==> src/rtl/stage4_instr_queue_pkg.sv <==
// Shared pipeline types for the fetch/decode instruction queue.
// Provides word_t, the queue entry layout and the default queue depth.
// Imported by stage4_instr_queue_if and stage4_instr_queue.
package stage4_instr_queue_pkg;

  typedef logic [31:0] word_t;

  // One buffered fetch result: address, raw word, predictor hint, fault flags.
  typedef struct packed {
    word_t pc;
    word_t instr;
    logic  pred_taken;
    logic  fault;
    logic  mal;
  } fetch_queue_entry_t;

  // Default number of queue entries (power of two, >= 2).
  localparam int IQ_DEPTH = 4;

endpackage

==> src/rtl/stage4_instr_queue_if.sv <==
// Bundle of fetch push side, hazard control and decode head side of the queue.
// master: fetch / hazard unit / decode (drives push, flush, stall, pop).
// slave:  the queue (drives full, count and the head entry out_*).
interface stage4_instr_queue_if
  import stage4_instr_queue_pkg::*;
#(
  parameter int DEPTH = IQ_DEPTH
);

  // Fetch side
  logic  push;
  word_t push_pc;
  word_t push_instr;
  logic  push_pred_taken;
  logic  push_fault;
  logic  push_mal;

  // Hazard unit control
  logic flush;
  logic stall;

  // Decode side
  logic pop;
  logic  out_valid;
  word_t out_pc;
  word_t out_instr;
  logic  out_pred_taken;
  logic  out_fault;
  logic  out_mal;

  // Status
  logic                     full;
  logic [$clog2(DEPTH):0]   count;

  modport master (
    output push, push_pc, push_instr, push_pred_taken, push_fault, push_mal,
    output flush, stall, pop,
    input  out_valid, out_pc, out_instr, out_pred_taken, out_fault, out_mal,
    input  full, count
  );

  modport slave (
    input  push, push_pc, push_instr, push_pred_taken, push_fault, push_mal,
    input  flush, stall, pop,
    output out_valid, out_pc, out_instr, out_pred_taken, out_fault, out_mal,
    output full, count
  );

endinterface

==> src/rtl/stage4_instr_queue.sv <==
// Instruction queue between fetch and decode: circular buffer of DEPTH entries.
// Ports: CLK, RST (async active-high); q (slave modport) carries push_*, flush,
// stall, pop in and full, count, out_valid, out_* (head entry) out.
// Latency: push to head is one cycle; with INSTR_QUEUE_BYPASS_EN defined an
// empty queue forwards push_* to out_* combinationally (zero cycles).
// Backpressure: pushes while full are dropped; pops are ignored when empty or
// stalled; flush empties the queue and discards a same-cycle push.
module stage4_instr_queue
  import stage4_instr_queue_pkg::*;
#(
  parameter int DEPTH = IQ_DEPTH
) (
  input logic              CLK,
  input logic              RST,
  stage4_instr_queue_if.slave q
);

  localparam int PW = $clog2(DEPTH);
  localparam int CW = PW + 1;

  fetch_queue_entry_t mem [DEPTH];

  logic [PW-1:0] rd_ptr;
  logic [PW-1:0] wr_ptr;
  logic [CW-1:0] cnt;

  fetch_queue_entry_t push_entry;
  fetch_queue_entry_t head;

  logic full;
  logic empty;
  logic out_valid;
  logic bypass;
  logic push_acc;
  logic pop_acc;
  logic wr_en;
  logic rd_en;

  assign push_entry = '{pc:         q.push_pc,
                        instr:      q.push_instr,
                        pred_taken: q.push_pred_taken,
                        fault:      q.push_fault,
                        mal:        q.push_mal};

  assign full  = (cnt == CW'(DEPTH));
  assign empty = (cnt == '0);

`ifdef INSTR_QUEUE_BYPASS_EN
  // An empty queue presents the incoming entry directly at the head.
  assign bypass = empty & q.push & ~q.flush;
`else
  assign bypass = 1'b0;
`endif

  assign out_valid = ~empty | bypass;
  assign push_acc  = q.push & ~full & ~q.flush;
  assign pop_acc   = q.pop & out_valid & ~q.stall & ~q.flush;

  // A bypassed entry consumed in the same cycle never touches storage, so
  // neither pointer moves and the count stays at zero.
  assign wr_en = push_acc & ~(bypass & pop_acc);
  assign rd_en = pop_acc  & ~bypass;

  always_ff @(posedge CLK or posedge RST) begin
    if (RST) begin
      rd_ptr <= '0;
      wr_ptr <= '0;
      cnt    <= '0;
    end else if (q.flush) begin
      rd_ptr <= '0;
      wr_ptr <= '0;
      cnt    <= '0;
    end else begin
      if (wr_en) wr_ptr <= wr_ptr + PW'(1);
      if (rd_en) rd_ptr <= rd_ptr + PW'(1);
      case ({wr_en, rd_en})
        2'b10:   cnt <= cnt + CW'(1);
        2'b01:   cnt <= cnt - CW'(1);
        default: cnt <= cnt;
      endcase
    end
  end

  // Storage is not reset or cleared on flush; out_valid gates what is visible.
  always_ff @(posedge CLK) begin
    if (wr_en && !q.flush) mem[wr_ptr] <= push_entry;
  end

  always_comb begin
    head = '0;
    if (bypass)         head = push_entry;
    else if (out_valid) head = mem[rd_ptr];
  end

  assign q.out_valid      = out_valid;
  assign q.out_pc         = head.pc;
  assign q.out_instr      = head.instr;
  assign q.out_pred_taken = head.pred_taken;
  assign q.out_fault      = head.fault;
  assign q.out_mal        = head.mal;
  assign q.full           = full;
  assign q.count          = cnt;

endmodule

==> src/flat_wrapper.sv <==
// flat-port wrapper written by rule: the top's interface ports become plain ports
module stage4_instr_queue_flat import stage4_instr_queue_pkg::*;
#(
  parameter int DEPTH = IQ_DEPTH
)
  (CLK, RST, q_push, q_push_pc, q_push_instr, q_push_pred_taken, q_push_fault, q_push_mal, q_flush, q_stall, q_pop, q_out_valid, q_out_pc, q_out_instr, q_out_pred_taken, q_out_fault, q_out_mal, q_full, q_count);
  stage4_instr_queue_if #(.DEPTH(DEPTH)) q_i ();
  input logic CLK;
  input logic RST;
  input wire logic [$bits(q_i.push)-1:0] q_push;
  input wire logic [$bits(q_i.push_pc)-1:0] q_push_pc;
  input wire logic [$bits(q_i.push_instr)-1:0] q_push_instr;
  input wire logic [$bits(q_i.push_pred_taken)-1:0] q_push_pred_taken;
  input wire logic [$bits(q_i.push_fault)-1:0] q_push_fault;
  input wire logic [$bits(q_i.push_mal)-1:0] q_push_mal;
  input wire logic [$bits(q_i.flush)-1:0] q_flush;
  input wire logic [$bits(q_i.stall)-1:0] q_stall;
  input wire logic [$bits(q_i.pop)-1:0] q_pop;
  output wire logic [$bits(q_i.out_valid)-1:0] q_out_valid;
  output wire logic [$bits(q_i.out_pc)-1:0] q_out_pc;
  output wire logic [$bits(q_i.out_instr)-1:0] q_out_instr;
  output wire logic [$bits(q_i.out_pred_taken)-1:0] q_out_pred_taken;
  output wire logic [$bits(q_i.out_fault)-1:0] q_out_fault;
  output wire logic [$bits(q_i.out_mal)-1:0] q_out_mal;
  output wire logic [$bits(q_i.full)-1:0] q_full;
  output wire logic [$bits(q_i.count)-1:0] q_count;
  assign q_i.push = q_push;
  assign q_i.push_pc = q_push_pc;
  assign q_i.push_instr = q_push_instr;
  assign q_i.push_pred_taken = q_push_pred_taken;
  assign q_i.push_fault = q_push_fault;
  assign q_i.push_mal = q_push_mal;
  assign q_i.flush = q_flush;
  assign q_i.stall = q_stall;
  assign q_i.pop = q_pop;
  assign q_out_valid = q_i.out_valid;
  assign q_out_pc = q_i.out_pc;
  assign q_out_instr = q_i.out_instr;
  assign q_out_pred_taken = q_i.out_pred_taken;
  assign q_out_fault = q_i.out_fault;
  assign q_out_mal = q_i.out_mal;
  assign q_full = q_i.full;
  assign q_count = q_i.count;
  stage4_instr_queue #(.DEPTH(DEPTH)) u_core (.CLK(CLK), .RST(RST), .q(q_i));
endmodule
==> config.mk <==
export PLATFORM = sky130hd
export DESIGN_NAME = stage4_instr_queue_flat
export DESIGN_NICKNAME = d
export VERILOG_FILES = /design/src/rtl/stage4_instr_queue_pkg.sv /design/src/rtl/stage4_instr_queue_if.sv /design/src/rtl/stage4_instr_queue.sv /design/src/flat_wrapper.sv
export SDC_FILE = /design/constraint.sdc
export NUM_CORES = 1
export LEC_CHECK = 0
export BUFFER_PORTS_ARGS = -buffer_cell sky130_fd_sc_hd__buf_4
export CAP_MARGIN = 20
export CORE_MARGIN = 3
export CORE_UTILIZATION = 35
export DETAILED_ROUTE_END_ITERATION = 12
export PLACE_DENSITY_LB_ADDON = 0.15
export REMOVE_ABC_BUFFERS = 1
export SYNTH_ARGS = -nofsm -noshare
export SYNTH_HDL_FRONTEND = slang
export SYNTH_SLANG_ARGS = --single-unit
==> constraint.sdc <==
create_clock -name CLK -period 4.2 [get_ports CLK]
set_clock_uncertainty 0.05 [all_clocks]
set_input_delay 0.42 -clock CLK [delete_from_list [all_inputs] [get_ports CLK]]
set_output_delay 0.42 -clock CLK [all_outputs]
set_load 0.005 [all_outputs]
Yosys cells after proc, flatten, opt, wreduce, memory -nomap -nowiden
Memories as Yosys holds them, arrays and structs flattened.
Index checks and enable logic that the tools add are counted.
- $add $sub $neg: 4
- reduce and logical (&&, ||, !) cells: 6
- bitwise gates (word level): 9
- muxes and demuxes: 9
- equal/unequal tests: 3
- operator list (cell ; count):
    2-to-1 mux 67 bit ; 1
    2-to-1 mux 2 bit ; 4
    case mux 3 bit (2 select lines) ; 1
    bitwise AND 1 bit ; 5
    adder 2 x 1 -> 2 bit (second input constant) ; 2
    NOT 1 bit ; 4
    nonzero test 2 bit ; 2
    adder 3 x 1 -> 3 bit (second input constant) ; 1
    equality test 3 bit (second input constant) ; 1
    logical NOT 3 bit ; 1
    2-to-1 mux 3 bit ; 1
    nonzero test 3 bit ; 1
    subtractor 3 x 1 -> 3 bit (second input constant) ; 1
    equality test 2 x 1 -> 1 bit (second input constant) ; 1
    equality test 2 bit (second input constant) ; 1
    2-to-1 mux 1 bit ; 2
    logical AND 1 bit ; 1
    logical NOT 1 bit ; 1
- RAM bits: 268
- input bits: 73
- logic and storage cells: 35
- register bits after elaboration: 7
- memories kept: 1
- output and inout port bits: 72
- memory list (name ; depth ; width ; rd ports ; clocked after memory_dff ; wr ports ; line ; source):
    u_core.mem ; 4 ; 67 ; 1 ; 0 ; 1 ; stage4_instr_queue.sv:21 ; fetch_queue_entry_t mem [DEPTH];

Logic depth before layout (Yosys ltp)
- word-level depth: 8
- depth in mapped cells: 9
- mapped depth without buffers: 8

Least setup slack after synthesis
Ideal clock, no wire load.
- path kind: reg2reg
- from: register u_core.cnt[2], in the netlist u_core.q.count[2]
- to: memory u_core.mem[0][0] (netlist bit) (enable)
- period minus slack after synthesis: 3.096 ns
- path buffers: 1
- cell stages (with the launch flop): 6
- required time: 3.718 ns
- setup time: 0.432 ns
- path slack: 1.104 ns
- arrival: 2.613 ns
- cells stage by stage: dfrtp_1 -> buf_6 -> or3b_4 -> nand2_1 -> nor2_1 -> and2_1
- cells in the longest elaborated chain, start to end: 7
- ends and longest elaborated chain (element ; line ; source):
    from (decl) ; stage4_instr_queue.sv:25 ; logic [CW-1:0] cnt;
    from (signal assigned) ; stage4_instr_queue.sv:77 ; 2'b10: cnt <= cnt + CW'(1);
    from (signal assigned) ; stage4_instr_queue.sv:78 ; 2'b01: cnt <= cnt - CW'(1);
    from (signal assigned) ; stage4_instr_queue.sv:79 ; default: cnt <= cnt;
    equality test 3 bit ; stage4_instr_queue.sv:45 ; assign full = (cnt == CW'(DEPTH));
    NOT 1 bit ; stage4_instr_queue.sv:56 ; assign push_acc = q.push & ~full & ~q.flush;
    bitwise AND 1 bit (2 in series) ; stage4_instr_queue.sv:56 ;
    logical AND 1 bit ; stage4_instr_queue.sv:86 ; if (wr_en && !q.flush) mem[wr_ptr] <= push_entry;
    2-to-1 mux 1 bit ; stage4_instr_queue.sv:86 ;
    2-to-1 mux 1 bit (not written as such) ; stage4_instr_queue.sv:86 ;
    to (decl) ; stage4_instr_queue.sv:21 ;
Every way passes these cells.

Final worst setup path
- from: register u_core.rd_ptr[0]
- to: output port q_out_instr[31]
- cells in the longest elaborated chain, start to end: 2
- ends and longest elaborated chain (element ; line ; source):
    from (decl) ; stage4_instr_queue.sv:23 ; logic [PW-1:0] rd_ptr;
    from (signal assigned) ; stage4_instr_queue.sv:75 ; if (rd_en) rd_ptr <= rd_ptr + PW'(1);
    memory (4 x 67 bit) ; - ;
    2-to-1 mux 67 bit ; stage4_instr_queue.sv:92 ; else if (out_valid) head = mem[rd_ptr];
    to (decl) ; flat_wrapper.sv:21 ; output wire logic [$bits(q_i.out_instr)-1:0] q_out_instr;
Every way passes these cells.

==> impl_metrics.env <==
export IMPL_gp_congestion=0.683
export IMPL_area_growth_pct=23.9
export IMPL_power_internal_w=0.00489
export IMPL_via_count=5140
export IMPL_p_sw_w=0.00132
export IMPL_cts_root_buf="clkbuf_16"
export IMPL_final_area_sq_um=13200
export IMPL_syn_avg_cell_area_sq_um=21.8
export IMPL_slew_limit_headroom_pct=27.6
export IMPL_start_util_pct=35.8
export IMPL_slew_viol_final=0
export IMPL_synth_most_common_cell="edfxtp_1"
export IMPL_grt_pass1_vias=5809
export IMPL_worstSetupEndpointType="primary output"
export IMPL_grt_pass1_wl_mm=34.4
export IMPL_cp_start_kind="flop"
export IMPL_max_freq_mhz=313
export IMPL_tns_ps=0
export IMPL_die_area_sq_um=32600
export IMPL_cts_hold_buf=3
export IMPL_insertedDiodeCount=0
export IMPL_clock_sinks=275
export IMPL_use_met1_pct=17.8
export IMPL_p_per_area_nw_per_um2=471
export IMPL_synth_ff_type="edfxtp_1"
export IMPL_cts_resized=0
export IMPL_yosys_warnings=0
export IMPL_setup_ws_ps=1010
export IMPL_netlist_area_leader_share_pct=75.5
export IMPL_cts_buffer_depth=3
export IMPL_final_hold_viol_count=0
export IMPL_whs_ps=31.7
export IMPL_numCtsBuffers=30
export IMPL_async_flop_share_pct=2.55
export IMPL_h_tree_depth=1
export IMPL_synthesis_area_sq_um=10700
export IMPL_pre_cts_ws_ps=1460
export IMPL_cp_max_fo=38
export IMPL_clk_pin_slew_ps=60
export IMPL_period_share_pct=76.0
export IMPL_grt_use_total_pct=13.5
export IMPL_setup_viol=0
export IMPL_gr_usage_met3_pct=3.75
export IMPL_synth_edff_count=268
export IMPL_peakVddDrop_v=0.000284
export IMPL_insertion_delay_ps=540
export IMPL_seqPwrFrac_pct=50.7
export IMPL_worstPathRequired_ps=3730
export IMPL_cp_arrival_ps=2720
export IMPL_outcome="finished clean"
export IMPL_fin_crit_ps=3190
export IMPL_drive_above_1_share_pct=40.7
export IMPL_die_y_um=180
export IMPL_dp_hpwl_mm=13.0
export IMPL_drtIter0Drc=319
export IMPL_synthCells=489
export IMPL_ant_nets=0
export IMPL_ys_ff_latch=275
export IMPL_yosys_top_cells_area="edfxtp_1 76%, mux4_2 14%, and2_1 4.2%"
export IMPL_port_buffers=144
export IMPL_core_region_area_sq_um=29800
export IMPL_ff2ff_setup_slack_ps=1630
export IMPL_synth_seq_area_share_pct=77.2
export IMPL_hp_class="in -> reg"
export IMPL_fill_cells=2603
export IMPL_post_cts_buffers=0
export IMPL_final_core_util_pct=44.3
export IMPL_num_rows=63
export IMPL_die_w_um=180
export IMPL_route_detailed_drc=0
export IMPL_antenna_found_initial=0
export IMPL_p_leak_nw=4.46
export IMPL_yosysUniqueCellTypes=32
export IMPL_critical_path_class="reg -> out"
export IMPL_overflow=0
export IMPL_tightest_slew_ps=1090
export IMPL_cap_violations=0
export IMPL_dr_pass1_iters=4
export IMPL_swShare_pct=21.3
export IMPL_clock_power_share_pct=39.8
export IMPL_combinationalPowerShare_pct=9.5
export IMPL_cts_tree="built"
export IMPL_grt_setup_unrepaired="no"
export IMPL_gr_max_usage_layer="met2"
export IMPL_reg2reg_depth=8
export IMPL_nets=727
export IMPL_vias_per_cell=4.84
export IMPL_grt_max_degree=69
export IMPL_hold_depth=1
export IMPL_routedWlPerCell_um=20.6
export IMPL_met2_usage_pct=22.6
export IMPL_synth_largest_area_cell="edfxtp_1"
export IMPL_wl_mm=21.9
export IMPL_synthTopCellsByCount="268 x edfxtp_1, 72 x and2_1, 67 x mux4_2"
export IMPL_place_area_sq_um=12200
export IMPL_boundaryPins=145
[power groups by stage]
stage / sequential [W] / clock [W] / combinational [W]
5_1_grt: 0.00316 / 0.00269 / 0.000650
6_report: 0.00315 / 0.00248 / 0.000590
4_1_cts: 0.00315 / 0.00256 / 0.000614
2_1_floorplan: 0.00321 / 0 / 0.000262
3_5_place_dp: 0.00321 / 0 / 0.000609
3_3_place_gp: 0.00320 / 0 / 0.000598
[final timing paths]
path	startpoint	to
worst max register to register	u_core.q.count[1]$_DFFE_PP0P_	u_core.q.count[2]$_DFFE_PP0P_
max in group asynchronous	RST	u_core.rd_ptr[1]$_DFFE_PP0P_
min in group asynchronous	RST	u_core.q.count[0]$_DFFE_PP0P_
worst min-delay path	q_push_pc[21]	u_core.mem[3][56]$_DFFE_PP_
worst min register to register	u_core.wr_ptr[1]$_DFFE_PP0P_	u_core.wr_ptr[1]$_DFFE_PP0P_
worst max-delay path	u_core.rd_ptr[0]$_DFFE_PP0P_	q_out_instr[31]
[layout by cell type (no fill, tap or decap), types with 2 or more instances in the layout]
| cell | count |
|---|---|
| buf_4 | 147 |
| clkinv_2 | 9 |
| clkinv_1 | 5 |
| dlygate4sd3_1 | 3 |
| clkbuf_16 | 31 |
| clkbuf_1 | 7 |
| a21oi_1 | 3 |
| o21ai_0 | 2 |
| clkinvlp_4 | 2 |
| dfrtp_1 | 5 |
| nor2b_1 | 2 |
| inv_1 | 5 |
| and2_4 | 4 |
| edfxtp_1 | 268 |
| nand2_1 | 4 |
| a211oi_1 | 2 |
| xor2_1 | 2 |
| buf_16 | 3 |
| nand3_1 | 3 |
| ha_1 | 4 |
| xnor2_1 | 2 |
| nor2_1 | 6 |
| dfrtp_4 | 2 |
| bufinv_16 | 2 |
| mux4_2 | 67 |
| and2_1 | 68 |
[stage by stage]
step,std cells,power [W]
detailed placement,1004,0.00382
floorplan,463,0.00347
CTS,1063,0.00633
global placement,1001,0.00380
finish,1063,0.00621
global route,1063,0.00650
[critical path: stages, from the launching register on]
cell and delay (ps):
dfrtp_4 890, buf_12 380, mux4_2 550, and2_1 170, buf_4 130
[flip-flops by register name (all words and copies together) (netlist names)]
name and count:
u_core.mem 268, u_core.q.count 3, u_core.rd_ptr 2, u_core.wr_ptr 2
[final cells by class]
cell class | count | area [sq um] | area share [%]
inverters | 6 | 22.5 | 0.171
clock inverters | 18 | 139 | 1.05
well taps | 390 | 488 | 3.70
flip-flops and latches | 275 | 8230 | 62.3
clock buffers | 38 | 802 | 6.08
repair buffers | 154 | 1240 | 9.36
multi-input cells | 182 | 2280 | 17.3
[cells by family (layout without fill, tap and decap cells)]
family | Yosys count | in the layout | share of synthesized area, %
xor+xnor | 4 | 4 | 0.329
fa+ha+maj | 5 | 5 | 0.658
compound gates | 12 | 12 | 0.763
simple gates | 93 | 93 | 5.32
flops | 275 | 275 | 77.2
mux | 68 | 68 | 14.3
buf+inv | 32 | 216 | 1.48
[routing by layer]
layer  part of all wire, %  up-vias  routed length [um]
li1                      -     2294                   -
met3                   6.0       34                1320
met5                     0        -                   0
met1                    43     2672                9380
met4                   1.5        0                 337
met2                    50      140               10800
Note: power is estimated with default switching activity, not from simulation.
